`src/rtl/uart_rx_ctrl.sv`:
```
// Burst controller for the UART receiver: configures rx, collects 1..32 bytes into a FIFO, streams them out.
// Optional inter-byte timeout is enabled by defining UART_RX_CTRL_TIMEOUT_EN.
module uart_rx_ctrl #(
  parameter int CONFIG_WIDTH   = 32,
  parameter int FIFO_DEPTH     = 16,
  parameter int TIMEOUT_CYCLES = 1000000
) (
  input  logic                      clock,
  input  logic                      reset,
  input  logic                      cmd_valid,
  output logic                      cmd_ready,
  input  logic [2:0]                cmd_baud,
  input  logic                      cmd_parity_odd,
  input  logic                      cmd_parity_en,
  input  logic [2:0]                cmd_len,
  input  logic                      abort,
  output logic [CONFIG_WIDTH-1:0]   rx_conf,
  output logic [CONFIG_WIDTH/2-1:0] rx_enable,
  output logic [CONFIG_WIDTH/2-1:0] rx_clear,
  input  logic                      rx_dout_valid,
  input  logic [7:0]                rx_dout,
  input  logic                      rx_error,
  output logic                      m_valid,
  input  logic                      m_ready,
  output logic [7:0]                m_data,
  output logic                      m_err,
  output logic                      m_last,
  output logic                      busy,
  output logic                      done,
  output logic                      overflow,
  output logic                      timeout
);

  localparam int AW = $clog2(FIFO_DEPTH);
  localparam int EW = CONFIG_WIDTH / 2;

  typedef enum logic [1:0] {IDLE, CLEAR, RECV, DRAIN} state_t;

  state_t                  state_q, state_d;
  logic                    cmd_ready_q, busy_q, done_q, overflow_q, pen_q;
  logic [CONFIG_WIDTH-1:0] rx_conf_q;
  logic [EW-1:0]           rx_enable_q, rx_clear_q;
  logic [5:0]              len_q, cnt_q;
  logic [2:0]              len_code;

  logic [9:0]              mem [FIFO_DEPTH];
  logic [9:0]              head_q, push_word;
  logic [AW-1:0]           wr_ptr_q, rd_ptr_q;
  logic [AW:0]             count_q;
  logic                    accept, rx_byte, last_byte, full, pop, do_push, tmo_hit;

  assign accept    = (state_q == IDLE) && cmd_valid && !abort;
  assign rx_byte   = (state_q == RECV) && rx_dout_valid && !abort;
  assign last_byte = (cnt_q + 6'd1) == len_q;
  assign full      = count_q == (AW+1)'(FIFO_DEPTH);
  assign pop       = m_valid && m_ready && !abort;
  assign do_push   = rx_byte && (!full || pop);
  assign push_word = {last_byte, rx_error, rx_dout};
  assign len_code  = (cmd_len > 3'd5) ? 3'd5 : cmd_len;

`ifdef UART_RX_CTRL_TIMEOUT_EN
  logic [31:0] tcnt_q;
  logic        seen_q, timeout_q;

  assign tmo_hit = (state_q == RECV) && seen_q && !rx_dout_valid &&
                   (tcnt_q == 32'(TIMEOUT_CYCLES - 1));
  assign timeout = timeout_q;

  // Idle-gap counter only runs after the first byte of the burst.
  always_ff @(posedge clock or posedge reset) begin
    if (reset) begin
      tcnt_q    <= '0;
      seen_q    <= 1'b0;
      timeout_q <= 1'b0;
    end else begin
      if (state_q == CLEAR) begin
        tcnt_q <= '0;
        seen_q <= 1'b0;
      end else if (state_q == RECV) begin
        if (rx_dout_valid) begin
          tcnt_q <= '0;
          seen_q <= 1'b1;
        end else if (seen_q) begin
          tcnt_q <= tcnt_q + 32'd1;
        end
      end
      if (accept)
        timeout_q <= 1'b0;
      else if (tmo_hit && !abort)
        timeout_q <= 1'b1;
    end
  end
`else
  assign tmo_hit = 1'b0;
  assign timeout = 1'b0;
`endif

  always_comb begin
    state_d = state_q;
    case (state_q)
      IDLE:    if (cmd_valid) state_d = CLEAR;
      CLEAR:   state_d = RECV;
      RECV:    if ((rx_dout_valid && last_byte) || tmo_hit) state_d = DRAIN;
      DRAIN:   if (count_q == '0) state_d = IDLE;
      default: state_d = IDLE;
    endcase
    if (abort) state_d = IDLE;
  end

  // Outputs are registered from the next state so they line up with state_q.
  always_ff @(posedge clock or posedge reset) begin
    if (reset) begin
      state_q     <= IDLE;
      cmd_ready_q <= 1'b1;
      busy_q      <= 1'b0;
      done_q      <= 1'b0;
      overflow_q  <= 1'b0;
      pen_q       <= 1'b0;
      rx_conf_q   <= '0;
      rx_enable_q <= '0;
      rx_clear_q  <= '0;
      len_q       <= '0;
      cnt_q       <= '0;
    end else begin
      state_q     <= state_d;
      cmd_ready_q <= (state_d == IDLE);
      busy_q      <= (state_d != IDLE);
      done_q      <= (state_q == DRAIN) && (state_d == IDLE) && !abort;
      rx_clear_q  <= (state_d == CLEAR) ? EW'(7'h7F) : '0;
      rx_enable_q <= '0;
      rx_enable_q[6] <= pen_q && (state_d == RECV);
      if (accept) begin
        rx_conf_q        <= '0;
        rx_conf_q[18:16] <= cmd_baud;
        rx_conf_q[0]     <= cmd_parity_odd;
        pen_q            <= cmd_parity_en;
        len_q            <= 6'd1 << len_code;
        cnt_q            <= '0;
        overflow_q       <= 1'b0;
      end
      if (rx_byte) cnt_q <= cnt_q + 6'd1;
      if (rx_byte && full && !pop) overflow_q <= 1'b1;
    end
  end

  always_ff @(posedge clock) begin
    if (do_push) mem[wr_ptr_q] <= push_word;
  end

  // Head register gives show-ahead output that only moves on a pop or a push into an empty FIFO.
  always_ff @(posedge clock or posedge reset) begin
    if (reset) begin
      wr_ptr_q <= '0;
      rd_ptr_q <= '0;
      count_q  <= '0;
      head_q   <= '0;
    end else if (abort) begin
      wr_ptr_q <= '0;
      rd_ptr_q <= '0;
      count_q  <= '0;
    end else begin
      if (do_push) wr_ptr_q <= wr_ptr_q + AW'(1);
      if (pop)     rd_ptr_q <= rd_ptr_q + AW'(1);
      case ({do_push, pop})
        2'b10:   count_q <= count_q + (AW+1)'(1);
        2'b01:   count_q <= count_q - (AW+1)'(1);
        default: count_q <= count_q;
      endcase
      if (pop) begin
        if (count_q > (AW+1)'(1))
          head_q <= mem[rd_ptr_q + AW'(1)];
        else if (do_push)
          head_q <= push_word;
      end else if (do_push && (count_q == '0)) begin
        head_q <= push_word;
      end
    end
  end

  assign cmd_ready = cmd_ready_q;
  assign busy      = busy_q;
  assign done      = done_q;
  assign overflow  = overflow_q;
  assign rx_conf   = rx_conf_q;
  assign rx_enable = rx_enable_q;
  assign rx_clear  = rx_clear_q;
  assign m_valid   = count_q != '0;
  assign m_data    = head_q[7:0];
  assign m_err     = head_q[8];
  assign m_last    = head_q[9];

endmodule

```
`config.mk`:
```
export PLATFORM = sky130hd
export DESIGN_NAME = uart_rx_ctrl
export DESIGN_NICKNAME = d
export VERILOG_FILES = /design/src/rtl/uart_rx_ctrl.sv
export SDC_FILE = /design/constraint.sdc
export NUM_CORES = 1
export LEC_CHECK = 0
export ABC_AREA = 1
export CAP_MARGIN = 20
export CORE_MARGIN = 10
export CORE_UTILIZATION = 44
export CTS_CLUSTER_DIAMETER = 40
export DETAILED_ROUTE_END_ITERATION = 10
export HOLD_SLACK_MARGIN = 0.06
export PLACE_DENSITY_LB_ADDON = 0.12
export SLEW_MARGIN = 20
export SYNTH_ARGS = -nofsm -noshare
export SYNTH_HDL_FRONTEND = slang
export SYNTH_SLANG_ARGS = --single-unit
```
`constraint.sdc`:
```
create_clock -name clock -period 4.3 [get_ports clock]
set_input_delay 0.86 -clock clock [delete_from_list [all_inputs] [get_ports clock]]
set_output_delay 0.86 -clock clock [all_outputs]
set_load 0.01 [all_outputs]
```
-- Word-level counts from Yosys, hierarchy flattened
Memory sizes are Yosys's and may differ from the RTL's.
Index checks and enable logic that the tools add are counted.
- register bits: 54
- RAM bits: 160
- bits of input ports: 23
- output and inout bits: 80
- memories: 1
- add/subtract/negate cells: 5
- magnitude comparators: 2
- equal/unequal tests: 10
- shift-type cells: 1
- mux-type cells: 23
- bitwise gates (word level): 1
- reduce and logical (&&, ||, !) cells: 30
- memories (memory ; words ; width ; read ports ; clocked after Yosys merged registers in ; wr ports ; line ; RTL):
    mem ; 16 ; 10 ; 1 ; 0 ; 1 ; 46 ; logic [9:0] mem [FIFO_DEPTH];
- operators with widths (cell ; count):
    two-way mux 10 bit ; 4
    two-way mux 4 bit ; 4
    logical AND 1 bit ; 14
    two-way mux 6 bit ; 2
    nonzero test 2 bit ; 6
    case mux 5 bit (2 select lines) ; 1
    adder 4 x 1 -> 4 bit, second input constant ; 2
    equality test 2 bit, second input constant ; 4
    two-way mux 2 bit ; 4
    case mux 2 bit (4 select lines) ; 1
    two-way mux 7 bit ; 1
    adder 6 x 1 -> 6 bit, second input constant ; 1
    equality test 2 x 1 -> 1 bit, second input constant ; 3
    equality test 6 bit ; 1
    left shift 1 x 3 -> 6 bit, first input constant ; 1
    adder 5 x 1 -> 5 bit, second input constant ; 1
    equality test 5 bit, second input constant ; 1
    greater-than comparator 5 x 1 -> 1 bit, second input constant ; 1
    logical NOT 5 bit ; 1
    two-way mux 5 bit ; 1
    nonzero test 5 bit ; 1
    subtractor 5 x 1 -> 5 bit, second input constant ; 1
    logical NOT 2 bit ; 2
    two-way mux 1 bit ; 4
    other kinds (8) ; 10

-- Depth between registers and ports, before layout
- word-level depth: 9
- gate-level depth with buffers: 13
- depth with buffers taken out: 13

-- Worst setup path before layout
OpenSTA, ideal clock, no wires.
- path kind: input port to flip-flop
- start: input rx_dout_valid
- end: memory mem[11][0], enable pin
- library setup time: 0.376 ns
- arrival time: 2.016 ns
- required time: 3.924 ns
- slack: 1.908 ns
- stages on the path: 6
- buffers on the path: 0
- cells stage by stage: nand3_1 > nor2_2 > nand2_4 > inv_2 > nand2_1 > nor2_1
- longest elaborated chain between the ends: 5
- RTL lines (what ; line ; RTL):
    start: declaration ; 20 ; input logic rx_dout_valid,
    logical AND 1 bit (2 in a row) ; 53 ; assign rx_byte = (state_q == RECV) && rx_dout_valid && !abort;
    logical AND 1 bit ; 57 ; assign do_push = rx_byte && (!full || pop);
    two-way mux 1 bit ; 147 ; if (do_push) mem[wr_ptr_q] <= push_word;
    two-way mux 1 bit (implied by the code) ; 147 ;
    end: declaration ; 46 ;
Every way passes these cells.

-- Worst setup path after layout
- start: register rd_ptr_q[0]
- end: register head_q[4]
- longest elaborated chain between the ends: 4
- RTL lines (what ; line ; RTL):
    start: declaration ; 48 ; logic [AW-1:0] wr_ptr_q, rd_ptr_q;
    start signal: assignment ; 163 ; if (pop) rd_ptr_q <= rd_ptr_q + AW'(1);
    adder 4 x 1 -> 4 bit ; 171 ; head_q <= mem[rd_ptr_q + AW'(1)];
    memory read (16 x 10 bit) ; -- ;
    two-way mux 10 bit ; 170 ; if (count_q > (AW+1)'(1))
    two-way mux 10 bit ; 169 ; if (pop) begin
    end signal: assignment ; 171 ;
    end signal: assignment ; 173 ; head_q <= push_word;
    end signal: assignment ; 175 ; head_q <= push_word;
    end: declaration ; 47 ; logic [9:0] head_q, push_word;
Every way passes these cells.
A chain may end at the register's enable or synchronous reset.

==> reports/summary.txt <==
most common cell after layout, fill and taps aside = edfxtp_1
clk_skew = 9.93 ps
Worst EP required = 4720 ps
Crit path top cell by count = nand3_1
fillers = 1,818
Die Area = 27,600 µm²
Final setup viols = 0
Area Overhead vs Synth = 16.0%
CP startpoint = rd_ptr_q[0]
Reg-to-Reg Start = rd_ptr_q[0]
clk slew on worst S/H paths = 50 ps
Power Density = 536 nW/µm²
post-synth cell types = 41
Hold Path Sink = pen_q
hold path start = pen_q
Iter 0 DRT Violations = 518
postcts setup bufs = 0
outcome = complete, no violations
number of placement rows = 53
first-pass GRT wire length = 35.7 mm
CP Class = flip-flop to flip-flop
Worst EP arrival = 3850 ps
placed cells = 1,135
Total Nets Final = 926
Critical Path End Type = flip-flop
DRC = 0
gr usage total = 16.0%
r2r worst-path depth = 8
Yosys warnings = 0
max cap viols = 0
root buffer cell = clkbuf_16
CTS tree = yes
Yosys top cell area share = 51.1%
post-CTS resize count = 0
final core occ = 51.9%
CTS sink cnt = 208
leakage power total = 4.06 nW
CTS Hold Bufs = 0
Slew HR = 35.8%
die width = 166 µm
Initial Util = 44.7%
Slew Viols, Final = 0
setup slack, reg-to-reg = 870 ps
Num CTS Buffers = 31
Fmax = 291 MHz
# IOs = 103
worst hold path cell count = 2
GPL Wtd Cong = 0.809
setup TNS = 0 ps
Buf/Inv on CP = 2
worst-path cell chain = buf_4, clkinv_2, o21ai_0, o211ai_1, nand3_1, nand3_1, o211ai_2, nand2_1
PortBufs = 49
mean routed wirelength per cell = 19.2 µm
largest net degree at the start of global routing = 83
Die H = 166 µm
Synth area leader = edfxtp_1
router iterations before antenna repair = 5
crit share post-route = 79.9%
total gr overflow = 0
Most used DFF post-synth = edfxtp_1
cell family with most CP delay = buffers and inverters
highest-count cells in the layout ignoring fill and taps = 160 x edfxtp_1, 150 x nor2_1, 94 x o21ai_0
Final min period = 3430 ps
Hold Path Class = flip-flop to flip-flop
number of synthesized register bits = 208
diodes inserted = 0
Synth area leaders = edfxtp_1 51%, dfrtp_1 13%, nor2_1 6.0%
Crit Reg-Reg Endpoint = head_q[4]
via count = 6,163
WL final = 22.9 mm
Max clock buf depth = 3
layout cells sized above 1 = 10.5%
IR Drop Worst-Case VDD = 0.331 mV
Worst-Margin Slew = 960 ps
ys async rst share = 23.1%
CP max stage delay = 930 ps
Post-synth EDFFs = 160
RSZ-0062 raised after global routing = no
Max stage delay cell, worst path = clkinv_2
Post-Syn Instances = 847
initial antenna violation count = 0
CP startpoint kind = flip-flop
final hold violation count = 0
fin cells = 1,193
sequential share of the synthesized area = 63.9%
syn avg cell area = 11.1 µm²
clock latency on the worst-skew pair = 540 ps
core area = 21,000 µm²
DP HPWL = 15.1 mm
vias in the first global route = 6,244
Crit. path cell count = 8
Via density = 5.17
Crit Path Max Fanout = 82
H-tree Lvls = 1
antenna-violating nets left = 0
Netlist Area Pre-Place = 9400 µm²
-- kinds of logic after synthesis --
group,after synthesis,synth area share (%)
flops,208,63.9
fa+ha+maj,10,1.33
compound gates,168,11.0
simple gates,312,14.4
other cells,1,0.0399
xor+xnor,7,0.652
buf+inv,141,8.68
-- where the power goes --
| part | switching [W] | internal [W] |
|---|---|---|
| Clock | 0.000891 | 0.00156 |
| Sequential | 0.0000757 | 0.00227 |
| Combinational | 0.000677 | 0.000369 |
-- cell type report --
class	instances	area (µm²)	area share [%]
clock buffers	36	795	7.28
clock inverters	22	233	2.13
inverters	45	180	1.65
multi-input cells	550	2790	25.5
flip-flops and latches	208	6010	55.1
well taps	275	344	3.15
repair buffers	57	563	5.16
-- worst reg2reg max path, cell delays in order, from the launching register on --
cell and delay, ps:
dfrtp_2 380, buf_4 640, clkinv_2 980, o21ai_0 570, o211ai_1 280, nand3_1 210
nand3_1 110, o211ai_2 70, nand2_1 70
-- worst max path at each step --
| stage | slack (ps) | endpoint |
|---|---|---|
| final | 870 | head_q[4] |
| after floorplan | 1910 | mem[11][0] |
| after global routing | 590 | head_q[4] |
| after detailed placement | 800 | mem[0][1] |
| after global placement | 950 | mem[4][2] |
| after CTS | 1300 | head_q[4] |
-- cells in the mapped netlist (3+ instances only) --
library cell / number
o21ai_1: 10
o22ai_1: 5
buf_4: 59
dfrtp_1: 47
edfxtp_1: 160
nand3_2: 4
inv_2: 6
a21oi_1: 4
nor2_1: 150
ha_1: 10
nand2_1: 89
nand3_1: 52
buf_2: 12
o21ai_0: 94
inv_1: 37
o211ai_2: 8
nand2_4: 3
nor2_2: 3
xor2_1: 6
o211ai_1: 40
nand4_1: 3
clkbuf_1: 22
-- stage by stage --
step	hold WS, ps	setup slack [ps]	power [W]	cell area [µm²]
2_1_floorplan	443	1910	0.00305	9600
3_3_place_gp	466	949	0.00341	9850
3_5_place_dp	465	800	0.00342	9870
4_1_cts	482	1300	0.00589	10900
5_1_grt	505	591	0.00610	10900
6_report	480	865	0.00584	10900
-- sequential cells by signal (all words and copies together) (netlist names) --
signal	cells
rx_clear	1
state_q	2
cnt_q	6
done	1
len_q	6
rx_enable	1
rx_conf	4
busy	1
mem	160
overflow	1
pen_q	1
count_q	5
head_q	10
cmd_ready	1
rd_ptr_q	4
wr_ptr_q	4
-- routing by layer --
metal	up-vias	GRT usage (%)	wire [µm]
met1	3033	21.2	10200
met3	28	3.31	1360
met2	164	26.3	10900
met5	-	0	0
met4	0	3.97	359
li1	2938	-	-
Power figures use the tool's default switching activity.
